==> config.mk <==
export PLATFORM = sky130hd
export DESIGN_NAME = pipe_ex_mem_hs_flat
export DESIGN_NICKNAME = d
export VERILOG_FILES = /design/src/rtl/pipe_ex_mem_hs_if.sv /design/src/rtl/pipe_ex_mem_hs.sv /design/src/flat_wrapper.sv
export SDC_FILE = /design/constraint.sdc
export NUM_CORES = 1
export LEC_CHECK = 0
export CAP_MARGIN = 40
export CORE_MARGIN = 2
export CORE_UTILIZATION = 42
export DETAILED_ROUTE_END_ITERATION = 8
export PLACE_DENSITY_LB_ADDON = 0.3
export SLEW_MARGIN = 30
export SYNTH_ARGS = -nofsm -noshare
export SYNTH_HDL_FRONTEND = slang
export SYNTH_SLANG_ARGS = --single-unit
==> constraint.sdc <==
create_clock -name in_clk -period 22.6 [get_ports in_clk]
set_clock_uncertainty 0.05 [all_clocks]
set_input_delay 3.39 -clock in_clk [delete_from_list [all_inputs] [get_ports in_clk]]
set_output_delay 3.39 -clock in_clk [all_outputs]
set_load 0.01 [all_outputs]
==> src/rtl/pipe_ex_mem_hs_if.sv <==
// EX -> MEM handshake bundle: valid/ready, flush, instruction payload and stall count.
// The slave modport is the pipeline stage's view; master is the driver/observer side.
interface pipe_ex_mem_hs_if #(
    parameter int DATA_W = 32,
    parameter int ADDR_W = 5,
    parameter int TYPE_W = 2,
    parameter int CNT_W  = 16
);
    logic              in_valid;
    logic              out_ex_ready;
    logic              in_mem_ready;
    logic              in_flush;
    logic              in_dmem_ena;
    logic              in_dmem_wena;
    logic              in_rd_sel;
    logic              in_rd_wena;
    logic [TYPE_W-1:0] in_dmem_type;
    logic [DATA_W-1:0] in_rs_data;
    logic [DATA_W-1:0] in_rt_data;
    logic [DATA_W-1:0] in_alu_result;
    logic [ADDR_W-1:0] in_rd_waddr;
    logic              out_valid;
    logic              out_dmem_ena;
    logic              out_dmem_wena;
    logic              out_rd_sel;
    logic              out_rd_wena;
    logic [TYPE_W-1:0] out_dmem_type;
    logic [DATA_W-1:0] out_rs_data;
    logic [DATA_W-1:0] out_rt_data;
    logic [ADDR_W-1:0] out_rd_waddr;
    logic [DATA_W-1:0] out_alu_result;
    logic [CNT_W-1:0]  out_stall_cnt;

    modport slave (
        input  in_valid, in_mem_ready, in_flush,
        input  in_dmem_ena, in_dmem_wena, in_rd_sel, in_rd_wena, in_dmem_type,
        input  in_rs_data, in_rt_data, in_alu_result, in_rd_waddr,
        output out_ex_ready, out_valid,
        output out_dmem_ena, out_dmem_wena, out_rd_sel, out_rd_wena, out_dmem_type,
        output out_rs_data, out_rt_data, out_rd_waddr, out_alu_result,
        output out_stall_cnt
    );

    modport master (
        output in_valid, in_mem_ready, in_flush,
        output in_dmem_ena, in_dmem_wena, in_rd_sel, in_rd_wena, in_dmem_type,
        output in_rs_data, in_rt_data, in_alu_result, in_rd_waddr,
        input  out_ex_ready, out_valid,
        input  out_dmem_ena, out_dmem_wena, out_rd_sel, out_rd_wena, out_dmem_type,
        input  out_rs_data, out_rt_data, out_rd_waddr, out_alu_result,
        input  out_stall_cnt
    );
endinterface

==> src/rtl/pipe_ex_mem_hs.sv <==
// EX/MEM pipeline register with valid/ready handshake, optional one-entry skid buffer,
// synchronous flush and a saturating stall-cycle counter.
//
// state    | meaning
// ST_EMPTY | no entry held, outputs invalid
// ST_FULL  | main entry valid and presented to MEM
// ST_SKID  | main and skid both valid, EX back-pressured (SKID=1 only)
module pipe_ex_mem_hs #(
    parameter int DATA_W = 32,
    parameter int ADDR_W = 5,
    parameter int TYPE_W = 2,
    parameter int SKID   = 1,
    parameter int CNT_W  = 16
) (
    input logic               in_clk,
    input logic               in_rst,
    pipe_ex_mem_hs_if.slave   bus
);
    typedef enum logic [1:0] {ST_EMPTY, ST_FULL, ST_SKID} state_t;

    typedef struct packed {
        logic              dmem_ena;
        logic              dmem_wena;
        logic              rd_sel;
        logic              rd_wena;
        logic [TYPE_W-1:0] dmem_type;
        logic [DATA_W-1:0] rs_data;
        logic [DATA_W-1:0] rt_data;
        logic [DATA_W-1:0] alu_result;
        logic [ADDR_W-1:0] rd_waddr;
    } payload_t;

    localparam logic [CNT_W-1:0] CNT_ONE = 1;
    localparam logic [CNT_W-1:0] CNT_MAX = '1;

    state_t           state;
    payload_t         in_pl;
    payload_t         main_q;
    payload_t         skid_q;
    logic             main_valid;
    logic             skid_valid;
    logic             ex_ready_q;
    logic [CNT_W-1:0] stall_cnt;
    logic             ex_ready;
    logic             accept;
    logic             drain;

    // Side-effect controls are stored cleared whenever main goes invalid, so the
    // outputs come straight from flops and never show a stale enable.
    function automatic payload_t kill_side(input payload_t p);
        payload_t r;
        r           = p;
        r.dmem_ena  = 1'b0;
        r.dmem_wena = 1'b0;
        r.rd_wena   = 1'b0;
        return r;
    endfunction

    always_comb begin
        in_pl            = '0;
        in_pl.dmem_ena   = bus.in_dmem_ena;
        in_pl.dmem_wena  = bus.in_dmem_wena;
        in_pl.rd_sel     = bus.in_rd_sel;
        in_pl.rd_wena    = bus.in_rd_wena;
        in_pl.dmem_type  = bus.in_dmem_type;
        in_pl.rs_data    = bus.in_rs_data;
        in_pl.rt_data    = bus.in_rt_data;
        in_pl.alu_result = bus.in_alu_result;
        in_pl.rd_waddr   = bus.in_rd_waddr;
    end

    // Without the skid entry, ready must see MEM's ready in the same cycle.
    assign ex_ready = (SKID != 0) ? ex_ready_q : (!main_valid || bus.in_mem_ready);
    assign accept   = bus.in_valid && ex_ready;
    assign drain    = main_valid && bus.in_mem_ready;

    always_ff @(posedge in_clk or posedge in_rst) begin
        if (in_rst) begin
            state      <= ST_EMPTY;
            main_q     <= '0;
            skid_q     <= '0;
            main_valid <= 1'b0;
            skid_valid <= 1'b0;
            ex_ready_q <= 1'b1;
            stall_cnt  <= '0;
        end else begin
            if (main_valid && !bus.in_mem_ready && stall_cnt != CNT_MAX)
                stall_cnt <= stall_cnt + CNT_ONE;

            if (bus.in_flush) begin
                state      <= ST_EMPTY;
                main_q     <= kill_side(main_q);
                main_valid <= 1'b0;
                skid_valid <= 1'b0;
                ex_ready_q <= 1'b1;
            end else begin
                case (state)
                    ST_EMPTY: begin
                        if (accept) begin
                            main_q     <= in_pl;
                            main_valid <= 1'b1;
                            state      <= ST_FULL;
                        end
                    end
                    ST_FULL: begin
                        if (accept && drain) begin
                            main_q <= in_pl;
                        end else if (accept && SKID != 0) begin
                            skid_q     <= in_pl;
                            skid_valid <= 1'b1;
                            ex_ready_q <= 1'b0;
                            state      <= ST_SKID;
                        end else if (drain) begin
                            main_q     <= kill_side(main_q);
                            main_valid <= 1'b0;
                            state      <= ST_EMPTY;
                        end
                    end
                    ST_SKID: begin
                        if (drain) begin
                            main_q     <= skid_q;
                            skid_valid <= 1'b0;
                            ex_ready_q <= 1'b1;
                            state      <= ST_FULL;
                        end
                    end
                    default: begin
                        state      <= ST_EMPTY;
                        main_q     <= kill_side(main_q);
                        main_valid <= 1'b0;
                        skid_valid <= 1'b0;
                        ex_ready_q <= 1'b1;
                    end
                endcase
            end
        end
    end

    assign bus.out_ex_ready   = ex_ready;
    assign bus.out_valid      = main_valid;
    assign bus.out_dmem_ena   = main_q.dmem_ena;
    assign bus.out_dmem_wena  = main_q.dmem_wena;
    assign bus.out_rd_sel     = main_q.rd_sel;
    assign bus.out_rd_wena    = main_q.rd_wena;
    assign bus.out_dmem_type  = main_q.dmem_type;
    assign bus.out_rs_data    = main_q.rs_data;
    assign bus.out_rt_data    = main_q.rt_data;
    assign bus.out_rd_waddr   = main_q.rd_waddr;
    assign bus.out_alu_result = main_q.alu_result;
    assign bus.out_stall_cnt  = stall_cnt;
endmodule

==> src/flat_wrapper.sv <==
// flat-port wrapper written by rule: the top's interface ports become plain ports
module pipe_ex_mem_hs_flat 
#(
    parameter int DATA_W = 32,
    parameter int ADDR_W = 5,
    parameter int TYPE_W = 2,
    parameter int SKID   = 1,
    parameter int CNT_W  = 16
)
  (in_clk, in_rst, bus_in_valid, bus_in_mem_ready, bus_in_flush, bus_in_dmem_ena, bus_in_dmem_wena, bus_in_rd_sel, bus_in_rd_wena, bus_in_dmem_type, bus_in_rs_data, bus_in_rt_data, bus_in_alu_result, bus_in_rd_waddr, bus_out_ex_ready, bus_out_valid, bus_out_dmem_ena, bus_out_dmem_wena, bus_out_rd_sel, bus_out_rd_wena, bus_out_dmem_type, bus_out_rs_data, bus_out_rt_data, bus_out_rd_waddr, bus_out_alu_result, bus_out_stall_cnt);
  pipe_ex_mem_hs_if #(.DATA_W(DATA_W), .ADDR_W(ADDR_W), .TYPE_W(TYPE_W), .CNT_W(CNT_W)) bus_i ();
  input logic in_clk;
  input logic in_rst;
  input wire logic [$bits(bus_i.in_valid)-1:0] bus_in_valid;
  input wire logic [$bits(bus_i.in_mem_ready)-1:0] bus_in_mem_ready;
  input wire logic [$bits(bus_i.in_flush)-1:0] bus_in_flush;
  input wire logic [$bits(bus_i.in_dmem_ena)-1:0] bus_in_dmem_ena;
  input wire logic [$bits(bus_i.in_dmem_wena)-1:0] bus_in_dmem_wena;
  input wire logic [$bits(bus_i.in_rd_sel)-1:0] bus_in_rd_sel;
  input wire logic [$bits(bus_i.in_rd_wena)-1:0] bus_in_rd_wena;
  input wire logic [$bits(bus_i.in_dmem_type)-1:0] bus_in_dmem_type;
  input wire logic [$bits(bus_i.in_rs_data)-1:0] bus_in_rs_data;
  input wire logic [$bits(bus_i.in_rt_data)-1:0] bus_in_rt_data;
  input wire logic [$bits(bus_i.in_alu_result)-1:0] bus_in_alu_result;
  input wire logic [$bits(bus_i.in_rd_waddr)-1:0] bus_in_rd_waddr;
  output wire logic [$bits(bus_i.out_ex_ready)-1:0] bus_out_ex_ready;
  output wire logic [$bits(bus_i.out_valid)-1:0] bus_out_valid;
  output wire logic [$bits(bus_i.out_dmem_ena)-1:0] bus_out_dmem_ena;
  output wire logic [$bits(bus_i.out_dmem_wena)-1:0] bus_out_dmem_wena;
  output wire logic [$bits(bus_i.out_rd_sel)-1:0] bus_out_rd_sel;
  output wire logic [$bits(bus_i.out_rd_wena)-1:0] bus_out_rd_wena;
  output wire logic [$bits(bus_i.out_dmem_type)-1:0] bus_out_dmem_type;
  output wire logic [$bits(bus_i.out_rs_data)-1:0] bus_out_rs_data;
  output wire logic [$bits(bus_i.out_rt_data)-1:0] bus_out_rt_data;
  output wire logic [$bits(bus_i.out_rd_waddr)-1:0] bus_out_rd_waddr;
  output wire logic [$bits(bus_i.out_alu_result)-1:0] bus_out_alu_result;
  output wire logic [$bits(bus_i.out_stall_cnt)-1:0] bus_out_stall_cnt;
  assign bus_i.in_valid = bus_in_valid;
  assign bus_i.in_mem_ready = bus_in_mem_ready;
  assign bus_i.in_flush = bus_in_flush;
  assign bus_i.in_dmem_ena = bus_in_dmem_ena;
  assign bus_i.in_dmem_wena = bus_in_dmem_wena;
  assign bus_i.in_rd_sel = bus_in_rd_sel;
  assign bus_i.in_rd_wena = bus_in_rd_wena;
  assign bus_i.in_dmem_type = bus_in_dmem_type;
  assign bus_i.in_rs_data = bus_in_rs_data;
  assign bus_i.in_rt_data = bus_in_rt_data;
  assign bus_i.in_alu_result = bus_in_alu_result;
  assign bus_i.in_rd_waddr = bus_in_rd_waddr;
  assign bus_out_ex_ready = bus_i.out_ex_ready;
  assign bus_out_valid = bus_i.out_valid;
  assign bus_out_dmem_ena = bus_i.out_dmem_ena;
  assign bus_out_dmem_wena = bus_i.out_dmem_wena;
  assign bus_out_rd_sel = bus_i.out_rd_sel;
  assign bus_out_rd_wena = bus_i.out_rd_wena;
  assign bus_out_dmem_type = bus_i.out_dmem_type;
  assign bus_out_rs_data = bus_i.out_rs_data;
  assign bus_out_rt_data = bus_i.out_rt_data;
  assign bus_out_rd_waddr = bus_i.out_rd_waddr;
  assign bus_out_alu_result = bus_i.out_alu_result;
  assign bus_out_stall_cnt = bus_i.out_stall_cnt;
  pipe_ex_mem_hs #(.DATA_W(DATA_W), .ADDR_W(ADDR_W), .TYPE_W(TYPE_W), .SKID(SKID), .CNT_W(CNT_W)) u_core (.in_clk(in_clk), .in_rst(in_rst), .bus(bus_i));
endmodule
# --- After elaboration in Yosys (flattened, before gate mapping) ---
# Cells that the tools add are included.
# W data, S select, Z words.
word_totals:
  in_bits: 112
  wordCells: 81
  output_inout_bits: 125
  ff_bits: 234
classes:
  add_sub_neg: 1
  n_mux: 25
  reduce_logical: 14
  n_eq_ne: 17
  bitwise: 2
ops:
  columns: ["op", "count"]
  rows:
  - ["$mux W107", 6]
  - ["$pmux W107 S3", 1]
  - ["$add A16 B1 Y16 const B", 1]
  - ["$ne A16 B16 Y1 const B", 1]
  - ["$reduce_and A4 Y1", 4]
  - ["$mux W2", 6]
  - ["$ne A3 B2 Y1 const B", 4]
  - ["$reduce_and A5 Y1", 2]
  - ["$mux W1", 9]
  - ["$ne A4 B2 Y1 const B", 2]
  - ["$ne A2 B1 Y1 const B", 3]
  - ["$ne A3 B3 Y1 const B", 2]
  - ["$pmux W1 S3", 2]
  - ["$pmux W2 S3", 1]
  - ["$logic_and A1 B1 Y1", 5]
  - ["$ne A2 B2 Y1 const B", 2]
  - ["$ne A4 B4 Y1 const B", 1]
  - ["$reduce_bool A3 Y1", 1]
  - ["$eq A2 B1 Y1 const B", 1]
  - ["$eq A2 B2 Y1 const B", 1]
  - ["$logic_not A2 Y1", 1]
  - ["$not A1 Y1", 2]
  - ["$logic_not A1 Y1", 1]

# --- Logic depth before layout (Yosys ltp) ---
# Gate-level depths: netlist of run 1.
logic_depth:
  ltp_word: 6
  mapped_depth: 8
  ltp_nobuf: 5

# --- Least setup slack after synthesis of run 1 ---
# OpenSTA, ideal clock, no wires.
synth_path:
  kind: "input -> register"
  from: "input bus_in_mem_ready"
  to: "register u_core.skid_q[100] (netlist name)"
  t_arrival_ns: 4.682
  required_ns: 22.425
  path_buffers: 3
  slack_ns: 17.743
  setup_ns: 0.125
  path_stages: 7
  path_cell_list: "buf_2 a21boi_2 nand2_1 nor2_2 buf_4 buf_6 mux2_2"
synth_between:
  elab_chain_cells: 4
synth_lines:
  columns: ["item", "line", "rtl"]
  rows:
  - ["start: declaration", "flat_wrapper.sv:15", "input wire logic [$bits(bus_i.in_mem_ready)-1:0] bus_in_mem_ready;"]
  - ["$logic_and A1 B1 Y1", "pipe_ex_mem_hs.sv:75", "assign drain = main_valid && bus.in_mem_ready;"]
  - ["$logic_and A1 B1 Y1", "pipe_ex_mem_hs.sv:106", "if (accept && drain) begin"]
  - ["$not A1 Y1 (no line)", null, null]
  - ["$reduce_and A4 Y1 (no line)", null, null]
  - ["end signal: assignment", "pipe_ex_mem_hs.sv:109", "skid_q <= in_pl;"]
  - ["end: declaration", "pipe_ex_mem_hs.sv:39", "payload_t skid_q;"]
# No other way between the ends.
# A chain may end at the register's enable or synchronous reset.

# --- Worst setup path after layout of run 1 ---
layout_path:
  from: "input bus_in_mem_ready"
  to: "register u_core.main_q, in the netlist u_core.bus.out_alu_result[31]"
layout_between:
  elab_chain_cells: 4
layout_lines:
  columns: ["item", "line", "rtl"]
  rows:
  - ["$logic_and A1 B1 Y1 (*)", "pipe_ex_mem_hs.sv:75", null]
  - ["$logic_and A1 B1 Y1", "pipe_ex_mem_hs.sv:106", null]
  - ["$ne A2 B1 Y1 (no line) / $mux W107 (equally long branches)", null, null]
  - ["$reduce_and A5 Y1 (no line) / $pmux W107 S3 (equally long branches)", null, null]
  - ["end signal: assignment", "pipe_ex_mem_hs.sv:107", "main_q <= in_pl;"]
  - ["end signal: assignment", "pipe_ex_mem_hs.sv:114", "main_q <= kill_side(main_q);"]
  - ["end signal: assignment", "pipe_ex_mem_hs.sv:121", "main_q <= skid_q;"]
  - ["end: declaration", "pipe_ex_mem_hs.sv:38", "payload_t main_q;"]
# Every way passes the cells marked *; elsewhere a longest branch is shown, timed or not.

==> impl_metrics.csv, run 1 <==
group,metric,value,unit
worst_setup_path,cp_slowest_cell,"clkdlybuf4s50_1",
timing,finalHoldViolCount,0,
timing,rsz0062_at_grt,"false",
die,fp.dieArea,25250,um2
die,io-pin-count,237,
clocking,clk_latency,0.50,ns
logic_synthesis,synth_seq_area_share,58.12,%
logic_synthesis,synthesis.nets,805,
drt,postRouteAntennaNets,0,
placement,place_area,12670,um2
clocking,cts.sinks,234,
pwr,leakagePower,0.005930,uW
die,fp.dieH,158.9,um
logic_synthesis,yosysWarningCount,0,
timing,worstMarginPinSlew,0.7332,ns
global_routing,grt_pass1_wl,37.38,mm
worst_setup_path,worst-setup-path-type,"primary input to register",
timing,fmax,166.1,MHz
global_routing,grt_max_degree,110,
layout,final-instance-count-excl-fill,1256,
timing,fin_crit,6.021,ns
global_routing,antenna_found_initial,1,
logic_synthesis,yosys.area.top_type,"dfrtp_1",
timing,max-slew-margin-rel,50.67,%
die,fp-row-count,56,
layout,stdcell_area,13580,um2
placement,numPortBuffers,236,
layout,drive_gt1_share,23.59,%
flow_run,drv_cap,0,
logic_synthesis,synth_area_per_cell,14.56,um2
min_path,hold_depth,1,
clocking,clockBufferDepth,3,
pwr,peakVddDrop,0.08051,mV
logic_synthesis,synthCells,692,
placement,dp_cells,1209,
worst_setup_path,critPathLaunchType,"primary input",
worst_setup_path,end_kind,"register",
clocking,cts_setup_buffers,0,
drt,routed_wl,23.08,mm
logic_synthesis,synth_area_leaders,"dfrtp_1 58%, mux2_2 18%, a22o_1 9.0%",
layout,nets,1034,
clocking,cts_resized,0,
worst_setup_path,path_cells,"clkdlybuf4s50_1 > a21boi_2 > nand2b_1 > a21oi_4 > buf_4 > buf_4 > buf_16 > mux2_2",
drt,viasPerCell,5.245,
placement,dpl.hpwl,14.52,mm
drt,wl_per_cell,18.38,um
logic_synthesis,synth_area,10080,um2
die,core,23540,um2
clocking,postCtsHoldBufs,0,
drt,num_vias,6588,
clocking,numCtsBuffers,25,
timing,fin_tns_setup,0,ns
logic_synthesis,ys_ff_latch,234,
worst_setup_path,crit_family,"buffers and inverters",
worst_setup_path,cp_data_required_time,22.93,ns
drt,drt_pass1_iterations,4,
min_path,hp-class,"register to register",
clocking,root_buffer,"clkbuf_16",
placement,place.gp.congestion,0.8025,
worst_setup_path,crit_buf_inv,4,
drt,drt_iter0_drc,278,
logic_synthesis,ys_types,41,
worst_setup_path,arrival,6.35,ns
clocking,cts_tree,"yes",
worst_setup_path,critPathMaxFanout,45,
clocking,cts.clk_slew.worst_paths,0.06,ns
status,status,"completed",
clocking,cts_max_level,1,
die,start_util,42.80,%
worst_setup_path,r2r_cells,7,
die,dieWidth,158.9,um
layout,area_growth,34.77,%
global_routing,grt_pass1_vias,6803,
timing,finalMaxSlewViolations,0,
pwr,power_density,124.1,nW/um2
worst_setup_path,crit_cells,8,
timing,fin_crit_sh,26.64,%
global_routing,gr-total-overflow,0,
timing,setup_viol,0,
worst_setup_path,cp_common_cell,"buf_4",
drt,remaining_drc_errors,0,
global_routing,track_usage,18.05,%
logic_synthesis,yosys.area.top_type_share,57.86,%
layout,antenna_cells,0,
worst_setup_path,cp_slowest_stage_delay,0.69,ns
## flip-flops by register name, indices dropped and copies added (netlist names), 2 cells and up
signal                     cells
u_core.skid_q                107
u_core.bus.out_alu_result     32
u_core.bus.out_rs_data        32
u_core.bus.out_rt_data        32
u_core.bus.out_stall_cnt      16
u_core.bus.out_rd_waddr        5
u_core.bus.out_dmem_type       2
u_core.state                   2
## layer usage
metal / GRT usage (%) / vias up / routed length (um) / part of all wire [%]
met5: 0 / - / 13 / 0.056
met4: 3.223 / 2 / 369 / 1.6
met3: 6.374 / 27 / 1801 / 7.8
met2: 28.40 / 184 / 10400 / 45
met1: 24.49 / 3333 / 10490 / 45
li1: - / 3042 / - / -
## cell families after synthesis
kind of cell / count (synthesis) / share of synthesized area [%]
compound gates: 128 / 10.80
xor+xnor: 15 / 1.304
buf+inv: 51 / 3.079
fa+ha+maj: 1 / 0.1241
mux: 212 / 23.69
flops: 234 / 58.12
simple gates: 51 / 2.880
## layout by cell type (no fill, tap or decap), types with 3 or more instances in the layout
master	n
clkbuf_8	5
a22oi_1	3
o2bb2ai_1	3
mux2_2	160
xnor2_1	5
clkinv_2	4
nand2_1	12
dfrtp_1	233
nor2_1	4
xor2_1	10
mux2_1	52
clkbuf_16	25
nand3_1	5
a211oi_1	3
a21oi_1	5
clkdlybuf4s50_1	236
nor3_1	3
o21bai_1	3
clkbuf_1	6
buf_4	10
nor4_1	4
a22o_1	104
nand4_1	8
buf_16	4
## synthesized netlist by cell type
cell	n
o22a_1	1
and3b_1	1
and2_1	1
buf_6	11
ha_1	1
dfrtp_1	233
a22o_1	104
nand3_1	5
buf_2	17
nor2_2	1
clkbuf_1	17
and4_1	2
a21oi_2	2
a21o_1	1
nand2b_4	1
xor2_1	10
mux2_1	52
o2bb2ai_1	3
xnor2_1	5
nor4_1	4
a211oi_1	3
nand2_1	12
nand3b_1	2
nor2_1	4
nand3_2	1
or3_1	2
nor2b_1	1
nand4_1	8
a21oi_1	5
mux2_2	160
dfstp_2	1
nor3_1	3
a21boi_2	1
inv_1	2
and3_1	2
a22oi_1	3
o21bai_1	3
nand2b_1	1
a31oi_1	1
a21boi_0	1
buf_4	4
## worst paths after layout
check,to,start,slack [ns]
worst max register to register,u_core.bus.out_alu_result[31],u_core.bus.out_valid,19.54
max in group asynchronous,u_core.bus.out_ex_ready,in_rst,18.28
worst min register to register,u_core.bus.out_rs_data[21],u_core.bus.out_rs_data[21],0.43
min in group asynchronous,u_core.bus.out_rt_data[1],in_rst,3.22
worst min-delay path,u_core.bus.out_rs_data[21],u_core.bus.out_rs_data[21],0.43
worst max-delay path,u_core.bus.out_alu_result[31],bus_in_mem_ready,16.58
## power by group
part | internal [uW] | leakage, uW | switching [uW]
sequential | 614 | 0.00288 | 107
clock | 242 | 0.000395 | 159
combinational | 354 | 0.00266 | 209
## through the flow
stage          total power (uW)  hold WS (ns)  utilization [%]  setup WS, ns
3_5_place_dp               1295        0.4237            53.83         15.88
6_report                   1685        0.4306            57.68         16.58
3_3_place_gp               1274        0.4162            53.71         15.96
4_1_cts                    1702        0.4371            57.25         16.42
5_1_grt                    1784        0.4482            57.68         16.45
2_1_floorplan             997.5        0.4310                -         12.74
## layout make-up
cell class / count / area (um2)
Multi-Input combinational cell: 407 / 3938
Clock buffer: 36 / 716.9
Clock inverter: 7 / 87.58
Sequential cell: 234 / 5857
Tap cell: 319 / 399.1
Inverter: 2 / 15.01
Fill cell: 1942 / 9962
Timing Repair Buffer: 251 / 2567
Power figures use the tool's default switching activity.
==> run 2: changes to the inputs <==
Clock period 22.6 ns to 5.2 ns, I/O delays scaled along.
==> impl_metrics.csv, run 2 (synthesis gave the netlist of run 1 again) <==
group,metric,value,unit
clocking,numCtsBuffers,26,
global_routing,grt_pass1_vias,6825,
worst_setup_path,worst-setup-path-type,"primary input to register",
clocking,cts.clk_slew.worst_paths,0.06,ns
pwr,leakagePower,0.005912,uW
global_routing,grt_max_degree,126,
timing,hold_slack,0.4292,ns
pwr,peakVddDrop,0.3264,mV
layout,n_fill_cell,1945,
drt,viasPerCell,5.283,
timing,max-slew-margin-rel,47.98,%
drt,drt_iter0_drc,296,
placement,dpl.hpwl,14.09,mm
layout,seq_area,5857,um2
drt,postRouteAntennaNets,0,
flow_run,drv_cap,0,
layout,antenna_cells,0,
die,fp-row-count,56,
clocking,cts_max_level,1,
die,io-pin-count,237,
clocking,cts_tree,"yes",
clocking,cts_setup_buffers,0,
timing,fin_tns_setup,0,ns
timing,finalMaxSlewViolations,0,
layout,area_growth,34.59,%
global_routing,track_usage,18.06,%
drt,drt_pass1_iterations,6,
drt,remaining_drc_errors,0,
placement,pre_cts_ws,1.769,ns
timing,setup_viol,0,
worst_setup_path,critPathMaxFanout,37,
layout,nets,1031,
drt,num_vias,6609,
timing,rsz0062_at_grt,"false",
timing,layout_setup_ws,2.319,ns
worst_setup_path,critPathLaunchType,"primary input",
global_routing,gr-total-overflow,0,
worst_setup_path,ff2ff_setup_slack,2.43,ns
die,core,23540,um2
pwr,power_density,545.9,nW/um2
clocking,root_buffer,"clkbuf_16",
timing,fin_crit,2.881,ns
worst_setup_path,cp_data_required_time,5.55,ns
timing,fin_crit_sh,55.41,%
die,fp.dieArea,25250,um2
timing,fmax,347.0,MHz
global_routing,antenna_found_initial,0,
layout,drive_gt1_share,23.28,%
die,dieWidth,158.9,um
layout,layout_common_cells,"236 x clkdlybuf4s50_1, 233 x dfrtp_1, 160 x mux2_2",
layout,multiInputGateArea,3938,um2
clocking,clockBufferDepth,3,
layout,largest_reg_flops,107,
drt,routed_wl,23.04,mm
die,start_util,42.80,%
clocking,cts_resized,0,
clocking,clk_latency,0.51,ns
layout,mostFrequentLayoutCell,"clkdlybuf4s50_1",
global_routing,grt_pass1_wl,37.45,mm
timing,worstMarginPinSlew,0.7732,ns
clocking,cts.sinks,234,
worst_setup_path,end_kind,"register",
min_path,hp-class,"register to register",
layout,top_register,"u_core.skid_q",
worst_setup_path,arrival,3.23,ns
clocking,postCtsHoldBufs,0,
layout,finalCoreUtilization,57.61,%
placement,place.gp.congestion,0.8261,
placement,numPortBuffers,236,
timing,finalHoldViolCount,0,
status,status,"completed",
drt,wl_per_cell,18.42,um
die,fp.dieH,158.9,um
[run 2: cell types whose count changed in the layout (fill, tap and decap cells not counted)]
| cell | delta |
|---|---|
| clkbuf_16 | +2 |
| clkbuf_1 | -1 |
| buf_12 | +3 |
| inv_8 | -1 |
| buf_4 | -4 |
| buf_16 | -3 |
| clkbuf_8 | -3 |
| clkinvlp_4 | +1 |
| bufinv_16 | +1 |
| inv_6 | +1 |
| clkinv_2 | -1 |
[run 2: report_power, final]
part	internal [uW]	switching [uW]
clock	1120	714
sequential	2670	452
combinational	1540	912
total	5320	2080
[run 2: routing by layer]
layer	global-route usage, %	vias to the layer above	routed length, um
met5	0	-	0
met4	4.380	0	437
met3	6.008	35	1953
met2	28.80	194	10590
met1	23.93	3348	10060
li1	-	3032	-
[run 2: worst paths after layout]
path,startpoint,end,cells after the start
worst max-delay path,bus_in_mem_ready,u_core.skid_q[94],6
worst min-delay path,u_core.bus.out_rs_data[25],u_core.bus.out_rs_data[25],1
worst max register to register,u_core.state[1],u_core.bus.out_rs_data[26],6
worst min register to register,u_core.bus.out_rs_data[25],u_core.bus.out_rs_data[25],1
max in group asynchronous,in_rst,u_core.bus.out_rd_waddr[1],3
min in group asynchronous,in_rst,u_core.bus.out_alu_result[18],3
[run 2: cell type report]
class	count	area share (%)
clock inverters	8	0.8948
repair buffers	247	18.54
inverters	2	0.08303
well taps	319	2.943
clock buffers	34	5.323
flip-flops and latches	234	43.18
multi-input cells	407	29.03
[run 2: critical path, cell delays in order]
cell	delay (ns)
clkdlybuf4s50_1	0.58
a21boi_2	0.31
nand2_1	0.15
nor2_4	0.45
buf_4	0.54
mux2_2	0.40
[run 2: per-stage QoR]
| step | cell area (um2) | total power, uW | instances |
|---|---|---|---|
| global route | 13560 | 7829 | 1251 |
| floorplan | 10080 | 4336 | 692 |
| detailed placement | 12690 | 5617 | 1208 |
| finish | 13560 | 7404 | 1251 |
| global placement | 12690 | 5539 | 1208 |
| CTS | 13540 | 7495 | 1250 |
==> RTL change 1, RTL diff (flow settings as in run 2) <==
Make the reset (`in_rst`) synchronous in one clocked block.
--- a/src/rtl/pipe_ex_mem_hs.sv
+++ b/src/rtl/pipe_ex_mem_hs.sv
@@ -75,5 +75,5 @@
     assign drain    = main_valid && bus.in_mem_ready;
 
-    always_ff @(posedge in_clk or posedge in_rst) begin
+    always_ff @(posedge in_clk) begin
         if (in_rst) begin
             state      <= ST_EMPTY;
Formal check against the unedited RTL: not equivalent (a bounded check fails within 4 cycles, from zero or initial values and one cycle with in_rst high; the reset may be asserted at any time).
==> RTL change 1 against run 2 <==
Routed wire length is 20% higher. Synthesized area is 3.7% lower. Via count is 33% higher. Setup slack better by 0.076 ns. Sequential share of layout area is 7.1 points lower. Sequential cell count stayed put. Cell area is 4.3% lower. Largest cell class unchanged.
Power is not compared: it rests on default switching activity, and its combinational part moved more than twofold at a synthesized area within 25%.
==> RTL change 1: results (changes against run 2) <==
The global routing usage on met1 came out at 0.304 (was 0.239). The HPWL after detailed placement came out at 16,500 um (was 14,100 um). The storage element area came out at 4680 um2 (was 5860 um2). The number of clock-tree buffers in the layout was 36 (was 34); the global routing usage on met2 was 0.345 (was 0.288). The share of synthesized cell area in full adder, half adder and majority cells is 0.00129 (was 0.00124), and the CTS buffer count is 25 (was 26). The highest metal layer used by the detailed router was met5 (was met4).

The logs give 1,377 (was 1,031) for the final net count and 24,300 um2 (was 25,200 um2) for the die area. The tools report the DRC marker count from the first detailed-route iteration as 632 (was 296). The number of search-and-repair iterations in the first detailed-routing pass is 5 (was 6), and the first-pass GRT wire length is 44,100 um (was 37,400 um). Layout cell share with drive strength beyond 1: 0.102 (was 0.233). The fill cell instance count of the final layout is 1,979 (was 1,945).

The tools report the wire length on met2 as 12,600 um (was 10,600 um). The slew at the pin closest to its max-slew limit was 0.834 ns (was 0.773 ns); the internal reg-to-reg setup slack was 2.86 ns (was 2.43 ns). The worst flop-to-flop path endpoint was u_core.bus.out_alu_result[15] (was u_core.bus.out_rs_data[26]).

The sequential share of cell area works out to 0.361 (was 0.432). The run finished with clean final reports. The parity-gate share of the synthesized area counting xor and xnor cells works out to 0.00180 (was 0.0130). The source-to-sink clock delay at the later pin of the worst-skew pair was 0.53 ns (was 0.51 ns); the initial antenna violation count was 1 (was 0). The end of the worst hold path is u_core.skid_q[38] (was u_core.bus.out_rs_data[25]). For the worst-case setup slack after placement, the log shows 1.80 ns (was 1.77 ns). Top cells by area, synth: sky130_fd_sc_hd__dfxtp_1 48%, sky130_fd_sc_hd__a21oi_1 12%, sky130_fd_sc_hd__nand2_1 8.8% (was sky130_fd_sc_hd__dfrtp_1 58%, sky130_fd_sc_hd__mux2_2 18%, sky130_fd_sc_hd__a22o_1 9.0%).

The number of cell instances on the worst register-to-register path was 5 (was 6). Beginning of the worst register-to-register path: u_core.bus.out_valid (was u_core.state[1]). The tools report the number of distinct library cells after synthesis as 47 (was 41).

Post-synthesis sequential area ratio: 0.483 (was 0.581).
-- RTL change 1: cell types whose count changed in the layout (fill, tap and decap cells not counted), moves of 42 or more --
cell,delta
sky130_fd_sc_hd__dfxtp_1,+234
sky130_fd_sc_hd__dfrtp_1,-233
sky130_fd_sc_hd__a21oi_1,+223
sky130_fd_sc_hd__nand2_1,+215
sky130_fd_sc_hd__mux2_2,-160
sky130_fd_sc_hd__a22o_1,-103
sky130_fd_sc_hd__a22oi_1,+101
sky130_fd_sc_hd__a211oi_2,+60
sky130_fd_sc_hd__mux2_1,-51
sky130_fd_sc_hd__a211oi_1,+42
-- RTL change 1: worst max-delay path, cell delays in order --
cell	delay (ns)
sky130_fd_sc_hd__clkdlybuf4s50_1	0.56
sky130_fd_sc_hd__clkinv_2	0.61
sky130_fd_sc_hd__nand3b_1	0.35
sky130_fd_sc_hd__buf_4	0.59
sky130_fd_sc_hd__nand2_1	0.13
sky130_fd_sc_hd__a21oi_1	0.16
-- RTL change 1: worst max path at each step --
stage	end	start	slack (ns)	depth (start not counted)
2_1_floorplan	u_core.bus.out_stall_cnt[14]	bus_in_mem_ready	2.95	5
3_3_place_gp	u_core.skid_q[58]	bus_in_flush	1.90	6
3_5_place_dp	u_core.skid_q[37]	bus_in_flush	1.80	6
4_1_cts	u_core.skid_q[37]	bus_in_flush	2.36	6
5_1_grt	u_core.skid_q[57]	bus_in_flush	2.14	6
6_report	u_core.skid_q[37]	bus_in_flush	2.40	6
-- RTL change 1: per-stage QoR --
step / cells / hold slack (ns) / total power, mW
detailed placement: 1522 / 0.397 / 2.54
CTS: 1568 / 0.405 / 4.49
global placement: 1521 / 0.391 / 2.53
global route: 1568 / 0.419 / 4.62
floorplan: 1095 / 0.386 / 2.25
finish: 1568 / 0.402 / 4.45
==> RTL change 2, RTL diff (config.mk and constraints of run 2) <==
Without the edit above. `ADDR_W` is set to 5 in 3 places; all go to 4.
--- a/src/rtl/pipe_ex_mem_hs_if.sv
+++ b/src/rtl/pipe_ex_mem_hs_if.sv
@@ -3,5 +3,5 @@
 interface pipe_ex_mem_hs_if #(
     parameter int DATA_W = 32,
-    parameter int ADDR_W = 5,
+    parameter int ADDR_W = 4,
     parameter int TYPE_W = 2,
     parameter int CNT_W  = 16
--- a/src/rtl/pipe_ex_mem_hs.sv
+++ b/src/rtl/pipe_ex_mem_hs.sv
@@ -8,5 +8,5 @@
 module pipe_ex_mem_hs #(
     parameter int DATA_W = 32,
-    parameter int ADDR_W = 5,
+    parameter int ADDR_W = 4,
     parameter int TYPE_W = 2,
     parameter int SKID   = 1,
--- a/src/flat_wrapper.sv
+++ b/src/flat_wrapper.sv
@@ -3,5 +3,5 @@
 #(
     parameter int DATA_W = 32,
-    parameter int ADDR_W = 5,
+    parameter int ADDR_W = 4,
     parameter int TYPE_W = 2,
     parameter int SKID   = 1,
Ports: changed (resized bus_in_rd_waddr and bus_out_rd_waddr); port bits go from 237 to 235. No check against the original RTL was run, so the function may have changed too.
==> RTL change 2 against run 2 <==
Critical endpoint is now u_core.bus.out_rd_waddr[0]. Routed wire length is essentially flat. Cell area fell by 0.56%. Maximum frequency increased by 4.4%. Setup slack gained 0.12 ns. Total power decreased by 2.6%. Die area is essentially flat. Sequential cell count down 2. Synthesized area about the same.
==> RTL change 2: results (changes against run 2) <==
The run finished with clean final reports. The number of buffers added on ports came out at 234 (was 236). The compound-cell area share of the yosys netlist came out at 0.106 (was 0.108).

The fraction of the core area covered by cells at the end of the flow is 0.575 (was 0.576). The logs give 0.362 GHz (was 0.347 GHz) for the maximum achievable frequency and 1,206 (was 1,208) for the number of placed cells counting well taps. The number of cell instances on the worst register-to-register path came out at 5 (was 6). The maximum vdd ir drop was 0.000299 V (was 0.000326 V); the static leakage was 5.95 nW (was 5.91 nW). Commonest cells in the netlist: 231 x sky130_fd_sc_hd__dfrtp_1, 109 x sky130_fd_sc_hd__a22o_1, 104 x sky130_fd_sc_hd__mux2_2 (was 233 x sky130_fd_sc_hd__dfrtp_1, 160 x sky130_fd_sc_hd__mux2_2, 104 x sky130_fd_sc_hd__a22o_1). The tools report the maximum number of pins on one net before global-route repair as 143 (was 126).

The maximum fanout count along the critical path is 25 (was 37). Via count of the first global-routing pass: 6,955 (was 6,825). The routability congestion estimate from global placement came out at 0.759 (was 0.826).

The run gives 3.11 ns (was 3.23 ns) as the arrival time of the worst setup path. The power density of the placed cells came out at 535 nW/um2 (was 546 nW/um2). For the met3 wirelength from detailed routing, the log shows 1610 um (was 1950 um). The post-synth net total is 802 (was 805). The share of synthesized cell area in full adder, half adder and majority cells was 0.00124 (about the same). The DRC marker count from the first detailed-route iteration was 286 (was 296); the power spent charging and discharging nets was 2.06 mW (was 2.08 mW). The post-detailed-routing wire length was 23,100 um (was 23,000 um); the number of search-and-repair iterations in the first detailed-routing pass was 4 (was 6). The first-pass GRT wire length is 38,400 um (was 37,400 um). For the detailed-routing wirelength on met1, the log shows 10,200 um (was 10,100 um).

The average footprint of a synthesized cell came out at 14.6 um2 (about the same). The logs give 0.577 (was 0.581) for the post-synthesis sequential area ratio and 12,700 um2 (about the same) for the instance area at placement. The parity-gate share of the synthesized area counting xor and xnor cells works out to 0.00870 (was 0.0130).

The tools report the critical path endpoint as u_core.bus.out_rd_waddr[0] (was u_core.skid_q[94]). The tools report the hold path startpoint as u_core.bus.out_rt_data[6] (was u_core.bus.out_rs_data[25]). The proportion of power drawn by flip-flops and latches came out at 0.429 (was 0.422).
-- RTL change 2: worst reg2reg max path: stages (launching register included) --
cell and delay [ns]:
sky130_fd_sc_hd__dfstp_2 0.60, sky130_fd_sc_hd__and3b_1 0.27, sky130_fd_sc_hd__nand2b_1 0.12, sky130_fd_sc_hd__a21oi_4 0.49, sky130_fd_sc_hd__buf_4 0.48, sky130_fd_sc_hd__mux2_2 0.39
-- RTL change 2: layout make-up --
cell class | instances | area, um2
clock inverter | 8 | 42.5
clock buffer | 40 | 774
fill | 1896 | 9990
tap | 319 | 399
timing repair buffer | 245 | 2490
inverter | 3 | 15.0
sequential | 232 | 5810
multi-input combinational | 407 | 3960
-- RTL change 2: metal layers --
metal / track usage / up-vias
met5: 0 / -
met2: 0.290 / 170
met1: 0.253 / 3287
li1: - / 3025
met4: 0.0496 / 0
met3: 0.0551 / 42
